<file path="config.mk">
export PLATFORM = sky130hd
export DESIGN_NAME = epw22_issue_ctrl
export DESIGN_NICKNAME = d
export VERILOG_FILES = /design/src/rtl/epw22_issue_ctrl_pkg.sv /design/src/rtl/epw22_tag_pool.sv /design/src/rtl/epw22_issue_ctrl.sv
export SDC_FILE = /design/constraint.sdc
export NUM_CORES = 1
export LEC_CHECK = 0
export BUFFER_PORTS_ARGS = -buffer_cell sky130_fd_sc_hd__buf_2
export CAP_MARGIN = 40
export CORE_MARGIN = 8
export CORE_UTILIZATION = 47
export DETAILED_ROUTE_END_ITERATION = 6
export GPL_TIMING_DRIVEN = 0
export HOLD_SLACK_MARGIN = 0.08
export PLACE_DENSITY = 0.8
export SYNTH_ARGS = -nofsm -noshare
export SYNTH_HDL_FRONTEND = slang
export SYNTH_SLANG_ARGS = --single-unit
</file>
<file path="constraint.sdc">
create_clock -name clk -period 2.59 [get_ports clk]
set_input_delay 0.777 -clock clk [delete_from_list [all_inputs] [get_ports clk]]
set_output_delay 0.777 -clock clk [all_outputs]
set_load 0.02 [all_outputs]
</file>
<file path="src/rtl/epw22_issue_ctrl_pkg.sv">
// epw22_issue_ctrl_pkg
//   Shared definitions for the EPW22 ALU issue controller.
//   - Default widths for opcode, operand, result and tag fields.
//   - Issue sequencer state encoding.
//   - A small helper that turns a one-bit requester id into a 2-bit one-hot mask.
package epw22_issue_ctrl_pkg;

  localparam int op_width     = 4;
  localparam int data_width   = 16;
  localparam int result_width = 32;
  localparam int tag_width    = 2;

  typedef enum logic [1:0] {
    IDLE = 2'd0,
    OP   = 2'd1,
    DATA = 2'd2
  } issue_state_t;

  function automatic logic [1:0] req_onehot(input logic req_id);
    return req_id ? 2'b10 : 2'b01;
  endfunction

endpackage

</file>
<file path="src/rtl/epw22_tag_pool.sv">
// epw22_tag_pool
//   Tag bookkeeping for the issue controller.
//   Ports:
//     clk_i, rst_ni      clock and asynchronous active-low reset
//     alloc_i            allocate the lowest free tag this cycle
//     alloc_owner_i      requester id recorded against the allocated tag
//     free_i             a result returned on free_tag_i this cycle
//     free_tag_i         tag of the returned result
//     alloc_tag_o        lowest free tag, taken from the registered free map
//     avail_o            at least one tag is free
//     owner_o            requester that owns free_tag_i
//     hit_o              free_i names an allocated tag (result is routable)
//     outstanding_o      number of allocated tags
//     proto_err_o        sticky: a result came back on an unallocated tag
module epw22_tag_pool
  import epw22_issue_ctrl_pkg::*;
#(
  parameter int TAG_W = tag_width
) (
  input  logic             clk_i,
  input  logic             rst_ni,
  input  logic             alloc_i,
  input  logic             alloc_owner_i,
  input  logic             free_i,
  input  logic [TAG_W-1:0] free_tag_i,
  output logic [TAG_W-1:0] alloc_tag_o,
  output logic             avail_o,
  output logic             owner_o,
  output logic             hit_o,
  output logic [TAG_W:0]   outstanding_o,
  output logic             proto_err_o
);

  localparam int NTAGS = 2 ** TAG_W;
  localparam logic [TAG_W:0] CntOne = (TAG_W + 1)'(1);

  logic [NTAGS-1:0] free_q, free_d;
  logic [NTAGS-1:0] owner_q, owner_d;
  logic [TAG_W:0]   outstanding_q, outstanding_d;
  logic             proto_err_q, proto_err_d;
  logic             do_alloc;
  logic             miss;

  // Scan from the top down so the last assignment wins: lowest free index.
  always_comb begin
    alloc_tag_o = '0;
    avail_o     = 1'b0;
    for (int i = NTAGS - 1; i >= 0; i--) begin
      if (free_q[i]) begin
        alloc_tag_o = TAG_W'(i);
        avail_o     = 1'b1;
      end
    end
  end

  assign do_alloc = alloc_i & avail_o;
  assign hit_o    = free_i & ~free_q[free_tag_i];
  assign miss     = free_i &  free_q[free_tag_i];
  assign owner_o  = owner_q[free_tag_i];

  // An allocated tag can never be the lowest free one, so a simultaneous
  // free and allocate always touch different bits of the map.
  always_comb begin
    free_d        = free_q;
    owner_d       = owner_q;
    outstanding_d = outstanding_q;
    proto_err_d   = proto_err_q | miss;
    if (hit_o) begin
      free_d[free_tag_i] = 1'b1;
    end
    if (do_alloc) begin
      free_d[alloc_tag_o]  = 1'b0;
      owner_d[alloc_tag_o] = alloc_owner_i;
    end
    case ({do_alloc, hit_o})
      2'b10:   outstanding_d = outstanding_q + CntOne;
      2'b01:   outstanding_d = outstanding_q - CntOne;
      default: outstanding_d = outstanding_q;
    endcase
  end

  always_ff @(posedge clk_i or negedge rst_ni) begin
    if (!rst_ni) begin
      free_q        <= '1;
      owner_q       <= '0;
      outstanding_q <= '0;
      proto_err_q   <= 1'b0;
    end else begin
      free_q        <= free_d;
      owner_q       <= owner_d;
      outstanding_q <= outstanding_d;
      proto_err_q   <= proto_err_d;
    end
  end

  assign outstanding_o = outstanding_q;
  assign proto_err_o   = proto_err_q;

endmodule

</file>
<file path="src/rtl/epw22_issue_ctrl.sv">
// epw22_issue_ctrl
//   Shares one EPW22 ALU between two requesters. Round-robin arbitration,
//   one tag per command, two-cycle ALU pin sequence (opcode + A, then B),
//   and tag-based routing of returned results back to their owner.
//   Ports:
//     clk, reset                 clock and asynchronous active-low reset
//     rq_valid/rq_ready          per-requester command handshake (bit i = requester i)
//     rq_op, rq_a, rq_b          packed per-requester opcode and operands
//     alu_ready                  ALU can take a new command (looked at in IDLE only)
//     alu_start/op/data/tag      ALU command pins; alu_start qualifies op and tag
//     alu_valid/result/rtag/error  ALU result pins
//     rs_valid/result/tag/error  routed response, one cycle after alu_valid
//     outstanding                number of allocated tags
//     proto_err                  sticky: result on an unallocated tag
module epw22_issue_ctrl
  import epw22_issue_ctrl_pkg::*;
#(
  parameter int OP_W   = op_width,
  parameter int DATA_W = data_width,
  parameter int RES_W  = result_width,
  parameter int TAG_W  = tag_width
) (
  input  logic                clk,
  input  logic                reset,
  input  logic [1:0]          rq_valid,
  output logic [1:0]          rq_ready,
  input  logic [2*OP_W-1:0]   rq_op,
  input  logic [2*DATA_W-1:0] rq_a,
  input  logic [2*DATA_W-1:0] rq_b,
  input  logic                alu_ready,
  output logic                alu_start,
  output logic [OP_W-1:0]     alu_op,
  output logic [DATA_W-1:0]   alu_data,
  output logic [TAG_W-1:0]    alu_tag,
  input  logic                alu_valid,
  input  logic [RES_W-1:0]    alu_result,
  input  logic [TAG_W-1:0]    alu_rtag,
  input  logic                alu_error,
  output logic [1:0]          rs_valid,
  output logic [RES_W-1:0]    rs_result,
  output logic [TAG_W-1:0]    rs_tag,
  output logic                rs_error,
  output logic [TAG_W:0]      outstanding,
  output logic                proto_err
);

  issue_state_t state_q, state_d;

  logic              rr_q;
  logic [OP_W-1:0]   alu_op_q;
  logic [DATA_W-1:0] alu_data_q;
  logic [DATA_W-1:0] b_q;
  logic [TAG_W-1:0]  alu_tag_q;
  logic [1:0]        rs_valid_q;
  logic [RES_W-1:0]  rs_result_q;
  logic [TAG_W-1:0]  rs_tag_q;
  logic              rs_error_q;

  logic              winner;
  logic              grant;
  logic [OP_W-1:0]   sel_op;
  logic [DATA_W-1:0] sel_a;
  logic [DATA_W-1:0] sel_b;
  logic [TAG_W-1:0]  alloc_tag;
  logic              avail;
  logic              owner;
  logic              hit;

  // With both requesters asking, the pointer decides; with one asking,
  // bit 1 alone names requester 1 and otherwise requester 0 is the one.
  always_comb begin
    if (rq_valid == 2'b11) begin
      winner = rr_q;
    end else begin
      winner = rq_valid[1];
    end
  end

  assign grant  = (state_q == IDLE) && (rq_valid != 2'b00) && avail && alu_ready;
  assign sel_op = winner ? rq_op[2*OP_W-1:OP_W]     : rq_op[OP_W-1:0];
  assign sel_a  = winner ? rq_a[2*DATA_W-1:DATA_W]  : rq_a[DATA_W-1:0];
  assign sel_b  = winner ? rq_b[2*DATA_W-1:DATA_W]  : rq_b[DATA_W-1:0];

  // rq_ready is combinational, so it is also forced low while reset is held.
  assign rq_ready = (grant && reset) ? req_onehot(winner) : 2'b00;

  always_comb begin
    state_d = state_q;
    case (state_q)
      IDLE:    if (grant) state_d = OP;
      OP:      state_d = DATA;
      DATA:    state_d = IDLE;
      default: state_d = IDLE;
    endcase
  end

  epw22_tag_pool #(
    .TAG_W(TAG_W)
  ) u_tag_pool (
    .clk_i         (clk),
    .rst_ni        (reset),
    .alloc_i       (grant),
    .alloc_owner_i (winner),
    .free_i        (alu_valid),
    .free_tag_i    (alu_rtag),
    .alloc_tag_o   (alloc_tag),
    .avail_o       (avail),
    .owner_o       (owner),
    .hit_o         (hit),
    .outstanding_o (outstanding),
    .proto_err_o   (proto_err)
  );

  // alu_data carries A from the grant onward, switches to B for the DATA
  // cycle and then simply holds; alu_start is the only qualifier.
  always_ff @(posedge clk or negedge reset) begin
    if (!reset) begin
      state_q     <= IDLE;
      rr_q        <= 1'b0;
      alu_op_q    <= '0;
      alu_data_q  <= '0;
      b_q         <= '0;
      alu_tag_q   <= '0;
      rs_valid_q  <= 2'b00;
      rs_result_q <= '0;
      rs_tag_q    <= '0;
      rs_error_q  <= 1'b0;
    end else begin
      state_q <= state_d;
      if (grant) begin
        alu_op_q   <= sel_op;
        alu_data_q <= sel_a;
        b_q        <= sel_b;
        alu_tag_q  <= alloc_tag;
        rr_q       <= ~winner;
      end else if (state_q == OP) begin
        alu_data_q <= b_q;
      end
      rs_valid_q <= hit ? req_onehot(owner) : 2'b00;
      if (hit) begin
        rs_result_q <= alu_result;
        rs_tag_q    <= alu_rtag;
        rs_error_q  <= alu_error;
      end
    end
  end

  assign alu_start = (state_q == OP);
  assign alu_op    = alu_op_q;
  assign alu_data  = alu_data_q;
  assign alu_tag   = alu_tag_q;
  assign rs_valid  = rs_valid_q;
  assign rs_result = rs_result_q;
  assign rs_tag    = rs_tag_q;
  assign rs_error  = rs_error_q;

endmodule

</file>
## Yosys cells after proc, flatten, opt, wreduce, memory -nomap -nowiden

Index checks and enable logic that the tools add are counted.

| storage, ports and cells | value |
|---|---|
| flip-flop bits (word level) | 90 |
| input port bits | 113 |
| memories kept | 0 |
| ROM bits | 0 |
| memory bits (writable) | 0 |
| output and inout port bits | 66 |
| bits in latches | 0 |

| cells by class | value |
|---|---|
| $add $sub $neg | 2 |
| shift-type cells | 0 |
| order comparisons | 4 |
| bitwise operators | 9 |
| eq/ne operators | 5 |
| multipliers | 0 |
| reductions and logical operators | 10 |
| div/mod/pow operators | 0 |
| multiplexer cells | 32 |

Operator list:

| cell | count |
|---|---|
| $mux W16 | 4 |
| $mux W2 | 9 |
| $mux W4 | 3 |
| $mux W1 | 9 |
| $logic_and A1 B1 Y1 | 6 |
| $lt A2 B3 Y1 const B | 2 |
| $pmux W3 S2 | 1 |
| $reduce_bool A2 Y1 | 3 |
| $and A4 B4 Y4 | 1 |
| $bmux W1 S2 | 2 |
| $bwmux W4 | 1 |
| $demux W1 S2 | 2 |
| $eq A2 B1 Y1 const B | 2 |
| $eq A2 B2 Y1 const B | 2 |
| $ge A2 B1 Y1 const B | 2 |
| $not A4 Y4 | 1 |
| $or A4 B4 Y4 | 1 |
| $pmux W2 S2 | 1 |
| $add A3 B1 Y3 const B | 1 |
| $and A1 B1 Y1 | 3 |
| $sub A3 B1 Y3 const B | 1 |
| $logic_not A2 Y1 | 1 |
| $ne A2 B2 Y1 const B | 1 |
| $not A1 Y1 | 2 |
| $or A1 B1 Y1 | 1 |

## Longest topological paths before layout

Gate-level depths: netlist of run 1.

| depth | value |
|---|---|
| depth after elaboration | 11 |
| mapped depth | 10 |
| depth with buffers taken out | 8 |

## By module

Synthesis of run 1 repeated with hierarchy kept, for this count alone.

| second synthesis, totals | value |
|---|---|
| cells, all modules | 369 |
| area total of the unflattened synthesis | 4111.4 µm² |

By module, submodules not included:

| module | area an instance (µm²) | instances | cells an instance |
|---|---|---|---|
| epw22_issue_ctrl | 3477.1 | 1 | 316 |
| epw22_tag_pool | 634.4 | 1 | 53 |

## Least setup slack after synthesis of run 1

No wires, ideal clock.

| path | value |
|---|---|
| kind | input to output |
| start | in alu_ready |
| end | out rq_ready[0] |
| data required time | 1.813 ns |
| setup slack | -0.036 ns |
| stages | 5 |
| arrival | 1.849 ns |
| path buffers | 1 |
| cell sequence | nand2b_1 a2111oi_4 buf_2 nand2_1 nor2_1 |

| on the way | value |
|---|---|
| cells in the longest elaborated chain, start to end | 3 |

RTL lines:

| what | RTL line | source |
|---|---|---|
| from (decl) | epw22_issue_ctrl.sv:30 | `input logic alu_ready,` |
| $logic_and A1 B1 Y1 | epw22_issue_ctrl.sv:79 | `assign grant = (state_q == IDLE) && (rq_valid != 2'b00) && avail && alu_ready;` |
| $logic_and A1 B1 Y1 | epw22_issue_ctrl.sv:85 | `assign rq_ready = (grant && reset) ? req_onehot(winner) : 2'b00;` |
| $mux W2 | epw22_issue_ctrl.sv:85 |  |
| to (decl) | epw22_issue_ctrl.sv:26 | `output logic [1:0] rq_ready,` |

Every way passes these cells.

## Final worst setup path of run 1

| path | value |
|---|---|
| start | reg u_tag_pool.free_q[3] |
| end | out rq_ready[1] |

| on the way | value |
|---|---|
| cells in the longest elaborated chain, start to end | 8 |

RTL lines:

| what | RTL line | source |
|---|---|---|
| from (decl) | epw22_tag_pool.sv:37 | `logic [NTAGS-1:0] free_q, free_d;` |
| from (signal assigned) | epw22_tag_pool.sv:89 | `free_q <= free_d;` |
| $mux W1 (4 in series) | epw22_tag_pool.sv:49 | `if (free_q[i]) begin` |
| $logic_and A1 B1 Y1 (2 in series) | epw22_issue_ctrl.sv:79 |  |
| $logic_and A1 B1 Y1 | epw22_issue_ctrl.sv:85 |  |
| $mux W2 | epw22_issue_ctrl.sv:85 |  |

Every way passes these cells.

==> results_dict.tcl, run 1 <==
set metrics [dict create \
    yosysWarnings 0 \
    fp-row-count 33 \
    grt_pass1_wl_mm 17.4 \
    hold-worst-slack_ns 0.297 \
    clkLatencyLatePin_ns 0.36 \
    netlist_area_um2 4020 \
    drc 0 \
    yosysUniqueCellTypes 37 \
    worstPathMaxFanout 4 \
    port_buffers 177 \
    dr_total_vias 3278 \
    endpoint_kind "output pin" \
    final_cell_mix "buf_2, dfrtp_1, a21oi_1, mux2_2, mux2i_1" \
    die_x_um 108 \
    fin_worst_skew_ns 0.00774 \
    area_growth_pct 35.3 \
    max_slew_margin_pct 57.1 \
    start_util_pct 48.7 \
    fin_cells 634 \
    cts_hold_buf 0 \
    grt_max_degree 70 \
    worst-path-buf-inv 2 \
    grtUsageTotal_pct 18.6 \
    dpl.hpwl_mm 8.36 \
    coreArea_um2 8260 \
    power_w 0.00639 \
    first_iter_violations 57 \
    timing.final.crit_share_pct 104 \
    leakagePower_nw 2.64 \
    cts_tree "done" \
    drive_above_1_share_pct 52.2 \
    status "finished, violations left" \
    grt_remaining_overflow 0 \
    gp_congestion 0.787 \
    syn_avg_cell_area_um2 12.3 \
    cts.clk_slew.worst_paths_ns 0.09 \
    path_common_cell "buf_6" \
    cp.required_ns 1.81 \
    crit_family "flip-flops" \
    cts_max_level 3 \
    grt_pass1_vias 3561 \
    design.die.area_um2 11800 \
    drv_cap 0 \
    slew_viol_final 0 \
    crit_type "reg -> out" \
    ant_nets 0 \
    fmax_mhz 372 \
    fp.dieH_um 108 \
    final_nets 639 \
    postRouteWirelength_mm 10.9 \
    fin_ws_ns -0.101 \
    worst_pin_slew_ns 0.639 \
    detail_route.first_pass.iterations 4 \
    ios 179 \
    clock-root-buffer "clkbuf_8" \
    cts_sinks 90 \
    finalSetupViolCount 2 \
    cpPeakStageDelay_ns 0.59 \
    startpoint_type "flop" \
    seq_area_frac_synth_pct 56.2 \
    power_density_nw_per_um2 1180 \
    period_needed_ns 2.69 \
    hold_viol 0 \
    ys_ff_latch 90 \
    peakVddDrop_mv 0.486 \
    synthCells 327 \
    hold_class "in -> async" \
    drt-vias-per-instance 5.17 \
    antenna_found_initial 0 \
    cts_buffer_depth 2 \
    rsz0062_at_grt "true" \
    n_antenna_cell 0 \
    wl_per_cell_um 17.1 \
    arrival_ns 1.91 \
    dp.cells 610 \
    syn-num-nets 442 \
    numCtsBuffers 9 \
    slowest_stage "dfstp_2" \
    mostFrequentLayoutCell "buf_2" \
    crit_chain "nor2_4 > a2111oi_4 > buf_6 > and3_4 > buf_6" \
    violations "negative setup slack" \
]
## cells by family after synthesis
group,count (synthesis),share of synthesized area (%)
AND/OR/NAND/NOR,67,8.22
AO/OA/AOI/OAI,64,10.2
XOR/XNOR,3,0.654
buffers and inverters,23,3.02
adder cells (fa/ha/maj),2,0.810
flip-flops,90,56.2
multiplexers,78,21.0
## per-stage QoR
stage	utilization (%)	setup TNS, ns	cell area (um2)	setup WS (ns)
3_3_place_gp	61.1	-2.96	5040	-0.979
4_1_cts	65.3	-0.208	5390	-0.115
5_1_grt	65.8	-0.513	5430	-0.192
2_1_floorplan	-	0	4030	0.00684
6_report	65.8	-0.185	5430	-0.101
3_5_place_dp	61.4	-1.28	5070	-0.436
## cells in the mapped netlist (all sizes together)
cell type / count / share of area, %
a2111oi: 1 / 0.69
a211oi: 16 / 3.0
a21boi: 1 / 0.19
a21oi: 40 / 5.0
a22o: 1 / 0.22
a31o: 1 / 0.22
a31oi: 1 / 0.16
and2: 17 / 2.6
and3: 1 / 0.16
and4b: 1 / 0.25
buf: 17 / 2.5
clkbuf: 2 / 0.19
clkinv: 1 / 0.093
dfrtp: 86 / 54
dfstp: 4 / 2.6
fa: 1 / 0.50
ha: 1 / 0.31
inv: 3 / 0.28
mux2: 39 / 11
mux2i: 38 / 9.5
mux4: 1 / 0.56
nand2: 8 / 0.81
nand2b: 3 / 0.47
nand3: 2 / 0.25
nor2: 31 / 2.9
nor2b: 1 / 0.16
nor3: 1 / 0.12
nor3b: 1 / 0.31
o221a: 1 / 0.28
o22a: 1 / 0.22
o2bb2ai: 1 / 0.22
or3: 1 / 0.16
xnor2: 2 / 0.44
xor2: 1 / 0.22
## per-layer routing
metal	vias to the layer above	wire length [um]	track usage, %
li1	1549	-	-
met1	1560	4530	22.7
met2	160	5180	30.6
met3	9	1040	6.25
met4	0	106	5.47
met5	-	0	0
## state kept, by name, summed over array words and instances, names as in the netlist
register,cells
rr_q,1
alu_data,16
rs_valid,2
u_tag_pool.outstanding_o,3
state_q,2
u_tag_pool.free_q,4
rs_result,32
u_tag_pool.owner_q,4
alu_op,4
rs_tag,2
u_tag_pool.proto_err_o,1
b_q,16
alu_tag,2
rs_error,1
## path summary, 6_finish.rpt
path,start,endpoint,slack [ns],cells past startpoint
max,u_tag_pool.free_q[3]$_DFF_PN1_,rq_ready[1],-0.10,5
min,reset,rs_result[29]$_DFFE_PN0P_,0.30,1
max reg2reg,u_tag_pool.free_q[3]$_DFF_PN1_,u_tag_pool.outstanding_o[2]$_DFFE_PN0P_,0.05,9
min reg2reg,u_tag_pool.outstanding_o[2]$_DFFE_PN0P_,u_tag_pool.outstanding_o[2]$_DFFE_PN0P_,0.49,1
max in group asynchronous,reset,u_tag_pool.free_q[2]$_DFF_PN1_,1.63,2
min in group clk,u_tag_pool.outstanding_o[2]$_DFFE_PN0P_,u_tag_pool.outstanding_o[2]$_DFFE_PN0P_,0.49,1
## final cells by class
type	count	area, um2
fill	654	2820
sequential	90	2260
multi-input combinational	214	1680
timing repair buffer	188	1000
clock buffer	10	138
tap	105	131
buffer	17	115
clock inverter	6	96.3
inverter	4	16.3
## report_power, final
group / internal (W) / total [W] / switching [W] / leakage [nW]
sequential: 0.00210 / 0.00249 / 0.000381 / 1.03
combinational: 0.00121 / 0.00281 / 0.00160 / 1.50
clock: 0.000581 / 0.00110 / 0.000514 / 0.115
## what timing repair did
action	CTS	global route
gates resized for setup	11	6
setup endpoints to repair	4	4
pin swaps	3	2
hold endpoints to repair	0	0
setup buffers	8	2
(Power assumes the default switching activity.)
==> inputs of run 2 (changes only) <==
--- a/config.mk
+++ b/config.mk
@@ -7,12 +7,14 @@
 export LEC_CHECK = 0
 export BUFFER_PORTS_ARGS = -buffer_cell sky130_fd_sc_hd__buf_2
 export CAP_MARGIN = 40
+export CELL_PAD_IN_SITES_DETAIL_PLACEMENT = 1
+export CELL_PAD_IN_SITES_GLOBAL_PLACEMENT = 1
 export CORE_MARGIN = 8
-export CORE_UTILIZATION = 47
+export CORE_UTILIZATION = 36
 export DETAILED_ROUTE_END_ITERATION = 6
 export GPL_TIMING_DRIVEN = 0
 export HOLD_SLACK_MARGIN = 0.08
-export PLACE_DENSITY = 0.8
+export PLACE_DENSITY = 0.79
 export SYNTH_ARGS = -nofsm -noshare
 export SYNTH_HDL_FRONTEND = slang
 export SYNTH_SLANG_ARGS = --single-unit
==> constraint.sdc (replaced) <==
create_clock -name clk -period 2.59 [get_ports clk]
set_input_delay 0.777 -clock clk [delete_from_list [all_inputs] [get_ports clk]]
set_output_delay 0.777 -clock clk [all_outputs]
set_load 0.1 [all_outputs]
==> results_dict.tcl, run 2 (synthesis results as in run 1) <==
set metrics [dict create \
    status "finished, violations left" \
    violations "negative setup slack" \
    mostFrequentLayoutCell "buf_2" \
    first_iter_violations 125 \
    cp.required_ns 1.81 \
    worst_pin_slew_ns 0.619 \
    worstRegToRegCells 9 \
    met2_length_mm 5.58 \
    drt-vias-per-instance 4.89 \
    fp-row-count 38 \
    crit_type "reg -> out" \
    dpl.hpwl_mm 9.71 \
    r2r_setup_slack_ns 0.09 \
    rr_startpoint "u_tag_pool.free_q[2]$_DFF_PN1_" \
    clock-root-buffer "clkbuf_8" \
    fin_cells 669 \
    drive_above_1_share_pct 52.6 \
    arrival_ns 1.95 \
    grt_pass1_vias 3837 \
    topRoutingLayerUsed "met4" \
    design.die.area_um2 14800 \
    detail_route.first_pass.iterations 4 \
    coreArea_um2 10900 \
    hold_viol 0 \
    max_slew_margin_pct 58.4 \
    wl_met3_mm 1.05 \
    largest_reg_flops 32 \
    multi_input_area_um2 1690 \
    area_growth_pct 36.1 \
    port_buffers 177 \
    startpoint_type "flop" \
    rsz0062_at_grt "true" \
    period_needed_ns 2.73 \
    wl_met1_mm 5.44 \
    ios 179 \
    final_cell_mix "buf_2, dfrtp_1, a21oi_1, mux2_2, mux2i_1" \
    grt_pass1_wl_mm 19.9 \
    fmax_mhz 366 \
    hold_class "in -> async" \
    n_antenna_cell 0 \
    finalSetupViolCount 2 \
    numCtsBuffers 9 \
    cts_tree "done" \
    dp.cells 645 \
    fillCellCount 1242 \
    grt_max_degree 49 \
    gp_congestion 0.758 \
    slew_viol_final 0 \
    drv_cap 0 \
    cts_hold_buf 0 \
    antenna_found_initial 0 \
    cts_sinks 90 \
    grtUsageTotal_pct 17.0 \
    wl_per_cell_um 18.4 \
    cts_max_level 3 \
    setup_tns_ns -0.277 \
    ant_nets 0 \
    endpoint_kind "output pin" \
    fin_worst_skew_ns 0.0117 \
    postRouteWirelength_mm 12.3 \
    timing.final.crit_share_pct 105 \
    final_nets 639 \
    drc 0 \
    start_util_pct 36.9 \
    seqCellArea_um2 2260 \
    cts.clk_slew.worst_paths_ns 0.09 \
    fp.dieH_um 122 \
    dr_total_vias 3273 \
    die_x_um 122 \
    worstPathMaxFanout 3 \
    fin_ws_ns -0.141 \
    clkLatencyLatePin_ns 0.36 \
    grt_remaining_overflow 0 \
    cts_buffer_depth 2 \
    r2r_end "u_tag_pool.outstanding_o[2]$_DFFE_PN0P_" \
]
==> run 2: layer usage <==
layer	vias to the layer above	GRT usage [%]
li1	1553	-
met1	1552	21.5
met2	153	26.9
met3	15	5.28
met4	0	6.63
met5	-	0
==> run 2: worst max-delay path, stage by stage, from the launching register on <==
cell       delay, ns
dfstp_2         0.56
nor2_2          0.06
a2111oi_4       0.45
buf_6           0.16
and3_4          0.19
buf_12          0.17
==> run 2: worst max-delay path by stage <==
stage / start / to / cells after the start
after floorplan: rq_valid[1] / rq_ready[0] / 5
after global placement: reset / rq_ready[1] / 3
after detailed placement: rq_valid[1] / rq_ready[1] / 6
after CTS: u_tag_pool.free_q[0]$_DFF_PN1_ / rq_ready[1] / 5
after global routing: u_tag_pool.free_q[3]$_DFF_PN1_ / rq_ready[1] / 5
final: u_tag_pool.free_q[2]$_DFF_PN1_ / rq_ready[1] / 5
==> run 2: metrics by stage <==
step / setup slack (ns) / hold slack, ns / area (um2) / utilization [%]
final: -0.141 / 0.417 / 5470 / 50.2
after global routing: -0.228 / 0.440 / 5470 / 50.2
after CTS: -0.176 / 0.428 / 5430 / 49.9
after detailed placement: -0.539 / 0.459 / 5150 / 47.3
after global placement: -1.38 / 0.446 / 5120 / 47.0
after floorplan: -0.140 / 0.474 / 4060 / -
==> run 2: final cells by class <==
cell class,count,area share (%)
Clock inverter,5,0.732
Sequential cell,90,41.3
Multi-Input combinational cell,214,30.9
Inverter,4,0.366
Buffer,17,2.20
Clock buffer,11,2.59
Timing Repair Buffer,188,18.7
Tap cell,140,3.20
==> run 2: what timing repair did <==
item | CTS | global route
gates resized for setup | 18 | 4
pin swaps | 3 | 1
setup endpoints to repair | 5 | 5
buffers inserted | 7 | 3
Power of run 2 is left out: the tool's default activity adds up to more than one toggle a clock period on the data nets, which glitch-free logic cannot reach.
